## src/rtl/kong_pkg.sv

```systemverilog
// kong_pkg
// Shared types and screen/sprite geometry for the Kong sprite animators.
//   kong_state_e  : animator state (HIDE / WALK / THROW), 2 bits
//   SPRITE_W/H    : Kong sprite size in pixels
//   SCREEN_W/H    : visible VGA area in pixels
//   sprite_fits() : true when a sprite placed at (px, py) stays on screen
package kong_pkg;

    typedef enum logic [1:0] {
        ST_HIDE  = 2'd0,
        ST_WALK  = 2'd1,
        ST_THROW = 2'd2
    } kong_state_e;

    localparam int SPRITE_W = 177;
    localparam int SPRITE_H = 117;
    localparam int SCREEN_W = 640;
    localparam int SCREEN_H = 480;

    function automatic bit sprite_fits(input int px, input int py);
        return (px + SPRITE_W <= SCREEN_W) && (py + SPRITE_H <= SCREEN_H);
    endfunction

endpackage

```

## src/rtl/frame_tick_gen.sv

```systemverilog
// frame_tick_gen
// Produces a single-cycle tick at the start of every VGA frame, no matter
// how many clk cycles the scan generator dwells on pixel (0,0).
//   clk  in  : system clock
//   rst  in  : asynchronous active-high reset
//   x    in  : scan column [9:0]
//   y    in  : scan row [8:0]
//   tick out : one clk high on the first cycle (0,0) is seen
module frame_tick_gen (
    input  logic       clk,
    input  logic       rst,
    input  logic [9:0] x,
    input  logic [8:0] y,
    output logic       tick
);

    logic sof;
    logic sof_q;

    assign sof = (x == 10'd0) && (y == 9'd0);

    // Resets high so that a release while the scan sits on (0,0) does not
    // produce a tick; the first tick then comes with the next frame.
    always_ff @(posedge clk or posedge rst) begin
        if (rst) begin
            sof_q <= 1'b1;
        end else begin
            sof_q <= sof;
        end
    end

    assign tick = sof & ~sof_q;

endmodule

```

## src/rtl/kong_animator.sv

```systemverilog
// kong_animator
// Motion and animation controller for the Kong sprite. Paces Kong back and
// forth along his girder once per frame and flags barrel throws.
//   clk             in  : system clock (same as sprite stage)
//   rst             in  : asynchronous active-high reset
//   x, y            in  : VGA scan position
//   enable          in  : game running and Kong shown
//   posx, posy      out : sprite top-left corner
//   animation_state out : 0 = stand/walk, 1 = arms-up/throw
//   isplay          out : sprite visible
//   throw_pulse     out : one-clk pulse as a throw starts
// Build option: define KONG_THROW_EN to include the THROW state, the throw
// period counter and the throw hold timer. Without it Kong only walks and
// throw_pulse is tied low.
//
// state    | meaning
// ---------+----------------------------------------------------------
// ST_HIDE  | sprite hidden, parked at X_MIN; waits for a tick with enable
// ST_WALK  | visible, moves STEP px per frame, bounces between X_MIN/X_MAX
// ST_THROW | visible, position frozen, arms up for THROW_HOLD frames
module kong_animator
    import kong_pkg::*;
#(
    parameter int X_MIN        = 40,
    parameter int X_MAX        = 423,
    parameter int Y_POS        = 40,
    parameter int STEP         = 2,
    parameter int FRAME_DIV    = 8,
    parameter int THROW_PERIOD = 120,
    parameter int THROW_HOLD   = 30
) (
    input  logic       clk,
    input  logic       rst,
    input  logic [9:0] x,
    input  logic [8:0] y,
    input  logic       enable,
    output logic [9:0] posx,
    output logic [8:0] posy,
    output logic       animation_state,
    output logic       isplay,
    output logic       throw_pulse
);

    localparam int AW = (FRAME_DIV > 1) ? $clog2(FRAME_DIV) : 1;

    if (!sprite_fits(X_MAX, Y_POS) || (X_MIN >= X_MAX) || (STEP < 1) ||
        (FRAME_DIV < 1) || (THROW_PERIOD < 1) || (THROW_HOLD < 1)) begin : g_bad_cfg
        $error("kong_animator: illegal parameter set");
    end

    logic tick;

    frame_tick_gen u_tick (
        .clk  (clk),
        .rst  (rst),
        .x    (x),
        .y    (y),
        .tick (tick)
    );

    kong_state_e     state_q, state_d;
    logic [9:0]      posx_q, posx_d;
    logic [8:0]      posy_q;
    logic            dir_q, dir_d;
    logic            anim_q, anim_d;
    logic            isplay_q, isplay_d;
    logic            pulse_q, pulse_d;
    logic [AW-1:0]   anim_cnt_q, anim_cnt_d;

`ifdef KONG_THROW_EN
    localparam int TW = (THROW_PERIOD > 1) ? $clog2(THROW_PERIOD) : 1;
    localparam int HW = (THROW_HOLD > 1) ? $clog2(THROW_HOLD) : 1;

    logic [TW-1:0]   throw_cnt_q, throw_cnt_d;
    logic [HW-1:0]   hold_cnt_q, hold_cnt_d;
    logic            throw_due;
    logic            hold_done;

    assign throw_due = (throw_cnt_q == TW'(THROW_PERIOD - 1));
    // Hold timer is loaded with THROW_HOLD-1 on entry and counts down.
    assign hold_done = (hold_cnt_q == '0);
`endif

    // One WALK step, compared in 11 bits so posx+STEP cannot wrap.
    logic [10:0] right_sum;
    logic [9:0]  walk_posx;
    logic        walk_dir;
    logic        anim_wrap;

    assign right_sum = {1'b0, posx_q} + 11'(STEP);
    assign anim_wrap = (anim_cnt_q == AW'(FRAME_DIV - 1));

    always_comb begin
        walk_posx = posx_q;
        walk_dir  = dir_q;
        if (!dir_q) begin
            if (right_sum >= 11'(X_MAX)) begin
                walk_posx = 10'(X_MAX);
                walk_dir  = 1'b1;
            end else begin
                walk_posx = right_sum[9:0];
            end
        end else begin
            if ({1'b0, posx_q} <= 11'(X_MIN + STEP)) begin
                walk_posx = 10'(X_MIN);
                walk_dir  = 1'b0;
            end else begin
                walk_posx = posx_q - 10'(STEP);
            end
        end
    end

    // State register and datapath registers.
    always_ff @(posedge clk or posedge rst) begin
        if (rst) begin
            state_q     <= ST_HIDE;
            posx_q      <= 10'(X_MIN);
            posy_q      <= 9'(Y_POS);
            dir_q       <= 1'b0;
            anim_q      <= 1'b0;
            isplay_q    <= 1'b0;
            pulse_q     <= 1'b0;
            anim_cnt_q  <= '0;
`ifdef KONG_THROW_EN
            throw_cnt_q <= '0;
            hold_cnt_q  <= '0;
`endif
        end else begin
            state_q     <= state_d;
            posx_q      <= posx_d;
            posy_q      <= 9'(Y_POS);
            dir_q       <= dir_d;
            anim_q      <= anim_d;
            isplay_q    <= isplay_d;
            pulse_q     <= pulse_d;
            anim_cnt_q  <= anim_cnt_d;
`ifdef KONG_THROW_EN
            throw_cnt_q <= throw_cnt_d;
            hold_cnt_q  <= hold_cnt_d;
`endif
        end
    end

    // Next state. Dropping enable wins over everything, tick or not.
    always_comb begin
        state_d = state_q;
        if (!enable) begin
            state_d = ST_HIDE;
        end else if (tick) begin
            case (state_q)
                ST_HIDE: state_d = ST_WALK;
`ifdef KONG_THROW_EN
                ST_WALK: begin
                    if (throw_due) begin
                        state_d = ST_THROW;
                    end
                end
                ST_THROW: begin
                    if (hold_done) begin
                        state_d = ST_WALK;
                    end
                end
`else
                ST_WALK: state_d = ST_WALK;
`endif
                default: state_d = ST_HIDE;
            endcase
        end
    end

    // Datapath next values. Keyed on state_d so every output is already
    // correct in the first cycle the new state is visible.
    always_comb begin
        posx_d      = posx_q;
        dir_d       = dir_q;
        anim_d      = anim_q;
        anim_cnt_d  = anim_cnt_q;
        pulse_d     = 1'b0;
        isplay_d    = (state_d != ST_HIDE);
`ifdef KONG_THROW_EN
        throw_cnt_d = throw_cnt_q;
        hold_cnt_d  = hold_cnt_q;
`endif
        if (state_d == ST_HIDE) begin
            posx_d      = 10'(X_MIN);
            dir_d       = 1'b0;
            anim_d      = 1'b0;
            anim_cnt_d  = '0;
`ifdef KONG_THROW_EN
            throw_cnt_d = '0;
            hold_cnt_d  = '0;
`endif
        end else if (tick) begin
            case (state_q)
                ST_WALK: begin
                    // A bounce and a throw on the same tick both apply.
                    posx_d = walk_posx;
                    dir_d  = walk_dir;
                    if (anim_wrap) begin
                        anim_cnt_d = '0;
                        anim_d     = ~anim_q;
                    end else begin
                        anim_cnt_d = anim_cnt_q + AW'(1);
                    end
`ifdef KONG_THROW_EN
                    if (throw_due) begin
                        throw_cnt_d = '0;
                        hold_cnt_d  = HW'(THROW_HOLD - 1);
                        pulse_d     = 1'b1;
                        anim_d      = 1'b1;
                    end else begin
                        throw_cnt_d = throw_cnt_q + TW'(1);
                    end
`endif
                end
`ifdef KONG_THROW_EN
                ST_THROW: begin
                    if (hold_done) begin
                        anim_d     = 1'b0;
                        anim_cnt_d = '0;
                    end else begin
                        hold_cnt_d = hold_cnt_q - HW'(1);
                    end
                end
`endif
                default: ;
            endcase
        end
    end

    assign posx            = posx_q;
    assign posy            = posy_q;
    assign animation_state = anim_q;
    assign isplay          = isplay_q;
    assign throw_pulse     = pulse_q;

endmodule
```

## config.mk

```make
export PLATFORM = sky130hd
export DESIGN_NAME = kong_animator
export DESIGN_NICKNAME = d
export VERILOG_FILES = /design/src/rtl/kong_pkg.sv /design/src/rtl/frame_tick_gen.sv /design/src/rtl/kong_animator.sv
export SDC_FILE = /design/constraint.sdc
export NUM_CORES = 1
export LEC_CHECK = 0
export BUFFER_PORTS_ARGS = -buffer_cell sky130_fd_sc_hd__buf_2
export CORE_MARGIN = 4
export CORE_UTILIZATION = 57
export DETAILED_ROUTE_END_ITERATION = 12
export GPL_TIMING_DRIVEN = 0
export PLACE_DENSITY = 0.85
export SYNTH_ARGS = -nofsm -noshare
export SYNTH_HDL_FRONTEND = slang
export SYNTH_SLANG_ARGS = --single-unit
```

## constraint.sdc

```tcl
create_clock -name clk -period 7.4 [get_ports clk]
set_input_delay 0.74 -clock clk [delete_from_list [all_inputs] [get_ports clk]]
set_output_delay 0.74 -clock clk [all_outputs]
set_load 0.01 [all_outputs]
```

# Word level (Yosys, flattened, before mapping)
# Cells that the tools add are included.
# classes
n_addsub	3
order_cmp	2
n_eq_ne	2
n_mux	23
bitwise_logic	3
n_reduce_logical	12
# ops
op	n
10-bit 2-to-1 mux	6
3-bit 2-to-1 mux	4
10-bit by 2-bit adder with 11-bit output, second input constant	1
11-bit by 9-bit >= comparator with 1-bit output, second input constant	1
1-bit 2-to-1 mux	11
10-bit by 6-bit <= comparator with 1-bit output, second input constant	1
10-bit logical NOT	1
10-bit by 2-bit subtractor with 10-bit output, second input constant	1
9-bit logical NOT	1
2-bit nonzero test	4
2-bit logical NOT	2
2-bit 2-to-1 mux	2
3-bit by 1-bit adder with 3-bit output, second input constant	1
3-bit equality test, second input constant	1
3-bit AND reduction	1
2-bit by 1-bit equality test with 1-bit output, second input constant	1
1-bit NOT	2
2-bit AND reduction	1
2-bit OR reduction	1
1-bit AND	1
1-bit logical AND	1
# totals
register_bits	19
input_bits	22
output_inout_bits	22
elab_cells	52

# Depth between registers and ports, before layout
# Gate-level depths: netlist of the first run.
# depth
depth_word	8
mapped_depth	10
depth_no_buf	8

# By module
# Synthesis of the first run repeated with hierarchy kept, for this count alone.
# unflattened
cells_unflattened	166
hier_area_um2	1495.2
# by_module_without_submodules
mod	instances	cells_each	area_each_um2	seq_area_each_um2
kong_animator	1	155	1412.6	452.9
frame_tick_gen	1	11	82.6	26.3

# Worst setup path before layout of the first run
# No wires, ideal clock.
# synth_timing
path_type	input to register
startpoint	input port y[7]
endpoint	register posx_q[5], in the netlist posx[5]
setup_ps	79
arrival_time_ps	2638
required_ps	7321
slack_ps	4683
cell_stages	6
n_path_buf	0
path_cell_list	or4_4 or3_4 o21ai_4 o211ai_4 or4_1 a22o_1
# synth_via
elab_chain_len	8
word_cells_on_any_way	10
cone_classes	mux: 3; bitwise: 1; reduce/logical: 6
# synth_rtl
element	line_no	rtl
start, declared	kong_animator.sv:35	input logic [8:0] y,
9-bit logical NOT *	frame_tick_gen.sv:20	assign sof = (x == 10'd0) && (y == 9'd0);
1-bit logical AND *	frame_tick_gen.sv:20	
1-bit AND *	frame_tick_gen.sv:32	assign tick = sof & ~sof_q;
2-bit 2-to-1 mux	kong_animator.sv:149	end else if (tick) begin
2-bit 2-to-1 mux	kong_animator.sv:147	if (!enable) begin
2-bit logical NOT	kong_animator.sv:184	if (state_d == ST_HIDE) begin
2-bit nonzero test (no source line)	--	
2-bit AND reduction (no source line)	--	
end signal, assigned	kong_animator.sv:117	posx_q <= 10'(X_MIN);
end signal, assigned	kong_animator.sv:130	posx_q <= posx_d;
end, declared	kong_animator.sv:62	logic [9:0] posx_q, posx_d;
# Every way passes the cells marked *; elsewhere a longest branch is shown, timed or not.
# A chain may end at the register's enable or synchronous reset.

# Worst setup path after layout of the first run
# layout_timing
startpoint	register posx_q[1], in the netlist posx[1]
endpoint	register posx_q[3], in the netlist posx[3]
# layout_via
elab_chain_len	7
word_cells_on_any_way	10
cone_classes	add/sub: 2; order compare: 2; mux: 6
# layout_rtl
element	line_no	rtl
10-bit by 2-bit adder with 11-bit output	kong_animator.sv:90	assign right_sum = {1'b0, posx_q} + 11'(STEP);
11-bit by 9-bit >= comparator with 1-bit output	kong_animator.sv:97	if (right_sum >= 11'(X_MAX)) begin
10-bit 2-to-1 mux	kong_animator.sv:97	
10-bit 2-to-1 mux *	kong_animator.sv:96	if (!dir_q) begin
10-bit 2-to-1 mux *	kong_animator.sv:194	case (state_q)
10-bit 2-to-1 mux *	kong_animator.sv:193	end else if (tick) begin
10-bit 2-to-1 mux *	kong_animator.sv:184	
# Every way passes the cells marked *; elsewhere a longest branch is shown, timed or not. The select of a mux whose other input is x is not followed.

==> impl_metrics.ini, run 1 <==
[power_and_ir_drop]
power_mw = 0.176
ir_drop_mv = 0.102
p_leak_nw = 0.836
power_density_nw_per_um2 = 90.6

[synthesis]
synthXorXnorAreaFrac = 0.0417
syn_avg_cell_area_um2 = 8.40
netlist_instances = 200
synth_fa_ha_area_frac = 0.0373
synth_warnings = 0
netlist_area_um2 = 1680
yosys.area_share.simple = 0.260
synth_ff_type = dfrtp_1
ys_ff_latch = 19
synth_top_family_by_area = simple AND/OR/NAND/NOR gates
synth_cell_types = 60
synth.area.mux_share = 0.0238
synth-compound-area-share = 0.227
synth-seq-area-share = 0.285
synth_edf_count = 0
synthArstFlopShare = 1.00

[cts]
clkTransAtPathRegs_ns = 0.12
ctsResizeCount = 0
hold_buffers = 0
cts_made_buffers = 3
insertion_delay_ns = 0.31
htree_levels = 1
clockBufferDepth = 2
cts.sinks = 19
cts_setup_buffers = 0
tritoncts = built
cts-root-buf = clkbuf_4

[cells_and_area]
utilization = 0.698
nNetsFinal = 273
antenna_cells = 0
fin_area_um2 = 1940
nFillCells = 251
drive_above_1_share = 0.261
final_cells = 276
area_growth_pct = 15.6

[timing]
clock_skew_ns = 0.00259
worst_pin_slew_ns = 0.750
fin_ws_ns = 4.52
setup_violations = 0
timing.slew.headroom = 0.499
maxSlewViolCount = 0
hold_ws_ns = 0.541
max_freq_mhz = 347
fin_setup_tns_ns = 0
final.min_clock_period_ns = 2.88
rsz0062_at_grt = false
fin_crit_sh = 0.389
hold_viol = 0

[routing]
ant_nets = 0
first_iter_violations = 125
avgViaCountPerCell = 6.18
wl_um = 4240
dr.pass1.iters = 6
avgRoutedWirePerCell_um = 15.4
via_count = 1707
route.detailed.drc = 0

[global_routing]
grt_overflow_total = 0
grt_max_degree = 20
track_usage = 0.215
grt_antenna_before_repair = 0
grt_pass1_wl_um = 6950
grt_pass1_vias = 1489

[critical_path]
reg2reg_to = posx[3]$_DFFE_PP1P_
path_cells = clkbuf_1 > inv_1 > ha_1 > nor2b_1 > o21ai_0 > a211o_2 > a211oi_1 > clkbuf_1 > a2111oi_0 > o22a_1
reg2reg_slack_ns = 4.52
cpPeakStageDelay_ns = 0.43
cp.required_ns = 7.65
worstSetupEndpointType = flop
path_max_fanout = 10
worst_path_most_repeated_cell = clkbuf_1
cpMaxStageDelayCell = clkbuf_1
r2r_cells = 10
r2r-start = posx[1]$_DFFE_PP0P_
arrival_ns = 3.13
startpoint_type = flop
path_class = reg -> reg

[placement]
hpwlAfterDp_um = 3160
place_inst = 272
pre_cts_ws_ns = 4.32
place_area_um2 = 1910
numPortBuffers = 33
place.gp.congestion = 0.912

[die]
die_x_um = 62.3
ios = 44
die_y_um = 62.3
coreArea_um2 = 2780
core.rowCount = 19
dieArea_um2 = 3880
start_util = 0.604

[job]
cap_violations = 0

[worst_hold_path]
hp-class = in -> async

[run_status]
status = finished clean
-- cell usage after synthesis, types with 5 or more instances --
library cell | instances | area (um^2)
dfrtp_1 | 16 | 400
nand2_1 | 16 | 60.1
nor3_1 | 13 | 65.1
buf_4 | 11 | 82.6
inv_1 | 11 | 41.3
nor2_1 | 11 | 41.3
o21ai_0 | 11 | 55.1
nand3_1 | 7 | 35.0
clkbuf_1 | 6 | 22.5
nor4_1 | 6 | 37.5
ha_1 | 5 | 62.6
-- cells by family (layout without fill, tap and decap cells) --
kind of cell | Yosys count | after routing
compound gates | 51 | 51
xor+xnor | 8 | 8
fa+ha+maj | 5 | 5
buf+inv | 32 | 69
flops | 19 | 19
mux | 4 | 4
other cells | 2 | 10
simple gates | 79 | 79
-- worst max-delay path by stage --
stage,startpoint,to,slack [ns]
final,posx[1]$_DFFE_PP0P_,posx[3]$_DFFE_PP1P_,4.52
after global routing,posx[1]$_DFFE_PP0P_,posx[2]$_DFFE_PP0P_,4.31
after CTS,posx[1]$_DFFE_PP0P_,dir_q$_DFFE_PP0P_,4.58
after detailed placement,y[7],posx[3]$_DFFE_PP1P_,4.32
after global placement,y[7],posx[3]$_DFFE_PP1P_,4.36
after floorplan,y[7],posx[5]$_DFFE_PP1P_,4.68
-- where the power goes --
part           total, mW  internal (mW)  switching (mW)
Clock             0.0560         0.0202          0.0358
Sequential         0.104          0.104    0.0000000540
Combinational     0.0159        0.00796         0.00797
Total              0.176          0.132          0.0438
-- state kept, by name (all words and copies together) (netlist names) --
signal	cells
dir_q	1
u_tick.sof_q	1
animation_state	1
posx	10
isplay	1
state_q	2
anim_cnt_q	3
-- cell type report --
type                            instances  area [um^2]  share of cell area
Multi-Input combinational cell        157         1030               0.530
Sequential cell                        19          479               0.247
Timing Repair Buffer                   33          165              0.0851
Buffer                                 21          160              0.0825
Inverter                               11         41.3              0.0213
Tap cell                               31         38.8              0.0200
Clock buffer                            3         22.5              0.0116
Clock inverter                          1         5.00             0.00258
-- placed cells by master (no fill, tap or decap), drive strengths merged, types with 5 or more instances in the layout --
cell and n:
nand3 7, o21ai 12, nor2 11, nor4 7, buf 46, conb 10
clkbuf 10, nor3 14, ha 5, dfrtp 16, o211ai 5, or4 5
inv 11, nand2 16
-- worst max-delay path: cells and delay by family, from the launching register on --
| kind | cells | cell delay, ns |
|---|---|---|
| adders and majority gates | 1 | 0.35 |
| AOI/OAI and AO/OA | 5 | 1.03 |
| DFF | 1 | 0.39 |
| buffers and inverters | 3 | 0.94 |
| and+or+nand+nor | 1 | 0.12 |
-- routing by layer --
| metal | vias up | share of wire | GRT usage |
|---|---|---|---|
| met2 | 98 | 0.47 | 0.351 |
| met5 | - | 0 | 0 |
| met4 | 0 | 0.017 | 0.0769 |
| met1 | 787 | 0.42 | 0.296 |
| li1 | 813 | - | - |
| met3 | 9 | 0.086 | 0.0162 |
Power figures use the tool's default switching activity.
==> run 2, diff against run 1 <==
Settings changed: ABC_AREA set to 1, CORE_UTILIZATION 57 to 52, PLACE_DENSITY 0.85 to 0.79.
Clock period 7.4 ns to 2.85 ns, I/O delays scaled along.
==> run 2 against run 1 <==
Non-clock buffer count shrank 6. Sequential share of layout area grew 1.1 points. Clock-buffer cell count grew 1. Final cell count grew 13%. Highest routed layer unchanged. Final area shrank 4.3%. Flip-flop and latch count is the same.
==> impl_metrics.ini, run 2 <==
[cells_and_area]
layout_common_cells = 65 x nand2_1, 33 x buf_2, 29 x nor2_1
utilization = 0.651
nFillCells = 286
largest_reg_flops = 10
nNetsFinal = 309
multi_input_area_um2 = 922
final_cells = 312
antenna_cells = 0
final_common_cell = nand2_1
drive_above_1_share = 0.281
area_growth_pct = 16.3
seqCellArea_um2 = 479

[cts]
hold_buffers = 0
tritoncts = built
cts.sinks = 19
ctsResizeCount = 0
cts_made_buffers = 3
clkTransAtPathRegs_ns = 0.11
cts-root-buf = clkbuf_4
insertion_delay_ns = 0.31
htree_levels = 1
clockBufferDepth = 2
cts_setup_buffers = 0

[timing]
setup_violations = 0
final.min_clock_period_ns = 1.95
worst_pin_slew_ns = 0.736
maxSlewViolCount = 0
max_freq_mhz = 513
rsz0062_at_grt = false
timing.slew.headroom = 0.509
fin_setup_tns_ns = 0
fin_crit_sh = 0.684
clock_skew_ns = 0.00625
hold_viol = 0

[critical_path]
cp.required_ns = 3.10
worstSetupEndpointType = flop
reg2reg_to = posx[3]$_DFFE_PP1P_
arrival_ns = 2.20
path_max_fanout = 6
cpPeakStageDelay_ns = 0.48
worst_path_most_repeated_cell = nand2_1
r2r_cells = 15
r2r-start = posx[1]$_DFFE_PP0P_
path_class = reg -> reg
reg2reg_slack_ns = 0.90
path_cells = inv_2 > ha_1 > nand3_1 > nand2_1 > nor2_1 > nand2_1 > nand2_1 > nand2_1 > nand2_2 > nand2_4 > nor2_4 > nand2_1 > nand2_1 > nand2_1 > inv_1
startpoint = posx[1]$_DFFE_PP0P_
endpoint = posx[3]$_DFFE_PP1P_
cpMaxStageDelayCell = dfrtp_1
startpoint_type = flop

[placement]
place_inst = 308
hpwlAfterDp_um = 2840
numPortBuffers = 33
place.gp.congestion = 0.841

[global_routing]
grt_pass1_wl_um = 5910
track_usage = 0.183
grt_pass1_vias = 1426
grt_overflow_total = 0
grt_antenna_before_repair = 0
grt_max_degree = 20

[synthesis]
yosysMostFrequentCell = nand2_1
netlist_area_um2 = 1600
netlist_top_cells_area = dfrtp_1 25%, nand2_1 15%, nor2_1 6.8%
synthArstFlopShare = 1.00
synth_common_cells = 65 x nand2_1, 29 x nor2_1, 20 x inv_1, 20 x nand3_1, 16 x dfrtp_1
yosysTopAreaCellShare = 0.251
synth_warnings = 0
netlist_instances = 236
synth_ff_type = dfrtp_1
ys_ff_latch = 19
syn_avg_cell_area_um2 = 6.76
synth_cell_types = 27
synth_top_area_cell = dfrtp_1
synth_edf_count = 0
synth-seq-area-share = 0.300

[routing]
wl_um = 3540
avgViaCountPerCell = 5.08
avgRoutedWirePerCell_um = 11.3
route.detailed.drc = 0
first_iter_violations = 52
ant_nets = 0
via_count = 1584
dr.pass1.iters = 4

[power_and_ir_drop]
p_leak_nw = 1.04
power_mw = 0.453
ir_drop_mv = 0.217
power_density_nw_per_um2 = 244

[die]
ios = 44
core.rowCount = 19
die_x_um = 63.4
dieArea_um2 = 4020
coreArea_um2 = 2850
start_util = 0.560
die_y_um = 63.4

[run_status]
status = finished clean

[job]
cap_violations = 0

[worst_hold_path]
hp-class = in -> async
==> run 2: final cells by class <==
| cell class | count | share of cell area |
|---|---|---|
| multi-input cells | 183 | 0.497 |
| plain buffers | 15 | 0.0667 |
| well taps | 31 | 0.0209 |
| flip-flops and latches | 19 | 0.258 |
| repair buffers | 33 | 0.0889 |
| clock buffers | 4 | 0.0142 |
| inverters | 27 | 0.0546 |
==> run 2: worst min path at each step <==
stage / to / start / slack (ns)
after global placement: state_q[1]$_DFF_PP0_ / rst / 0.44
after CTS: anim_cnt_q[1]$_DFFE_PP0P_ / rst / 0.1
final: anim_cnt_q[1]$_DFFE_PP0P_ / rst / 0.08
after detailed placement: state_q[1]$_DFF_PP0_ / rst / 0.45
after floorplan: anim_cnt_q[0]$_DFFE_PP0P_ / rst / 0.23
after global routing: anim_cnt_q[1]$_DFFE_PP0P_ / rst / 0.12
==> run 2: metrics by stage <==
stage	instance area (um^2)	setup slack, ns	hold WS [ns]
after floorplan	1630	1.10	0.234
after global placement	1830	0.977	0.443
after detailed placement	1830	0.921	0.448
after CTS	1860	0.904	0.0983
after global routing	1860	0.738	0.116
final	1860	0.901	0.0794
==> run 2: critical path, delay by kind of cell, from the launching register on <==
| family | cells | cell delay [ns] |
|---|---|---|
| and+or+nand+nor | 12 | 0.91 |
| buffers and inverters | 2 | 0.18 |
| adders and majority gates | 1 | 0.32 |
| DFF | 1 | 0.48 |
==> run 2: cell families after synthesis <==
logic type                 synth area share
xor gates and xnor gates             0.0321
AOI/OAI and AO/OA                    0.0666
buffers and inverters                 0.141
adders and majority gates            0.0392
and+or+nand+nor                       0.416
DFF                                   0.300
other                               0.00470
==> run 2: metal layers <==
layer,GRT usage,vias to the layer above,part of all wire
met5,0,-,0
met4,0.0863,0,0.019
met3,0.0213,7,0.034
met2,0.323,32,0.51
met1,0.220,728,0.44
li1,-,817,-
==> run 2: power by group <==
part | total, mW | switching, mW | internal [mW]
registers | 0.270 | 0.000000117 | 0.270
clock network | 0.143 | 0.0885 | 0.0547
logic | 0.0404 | 0.0195 | 0.0209
total | 0.453 | 0.108 | 0.345
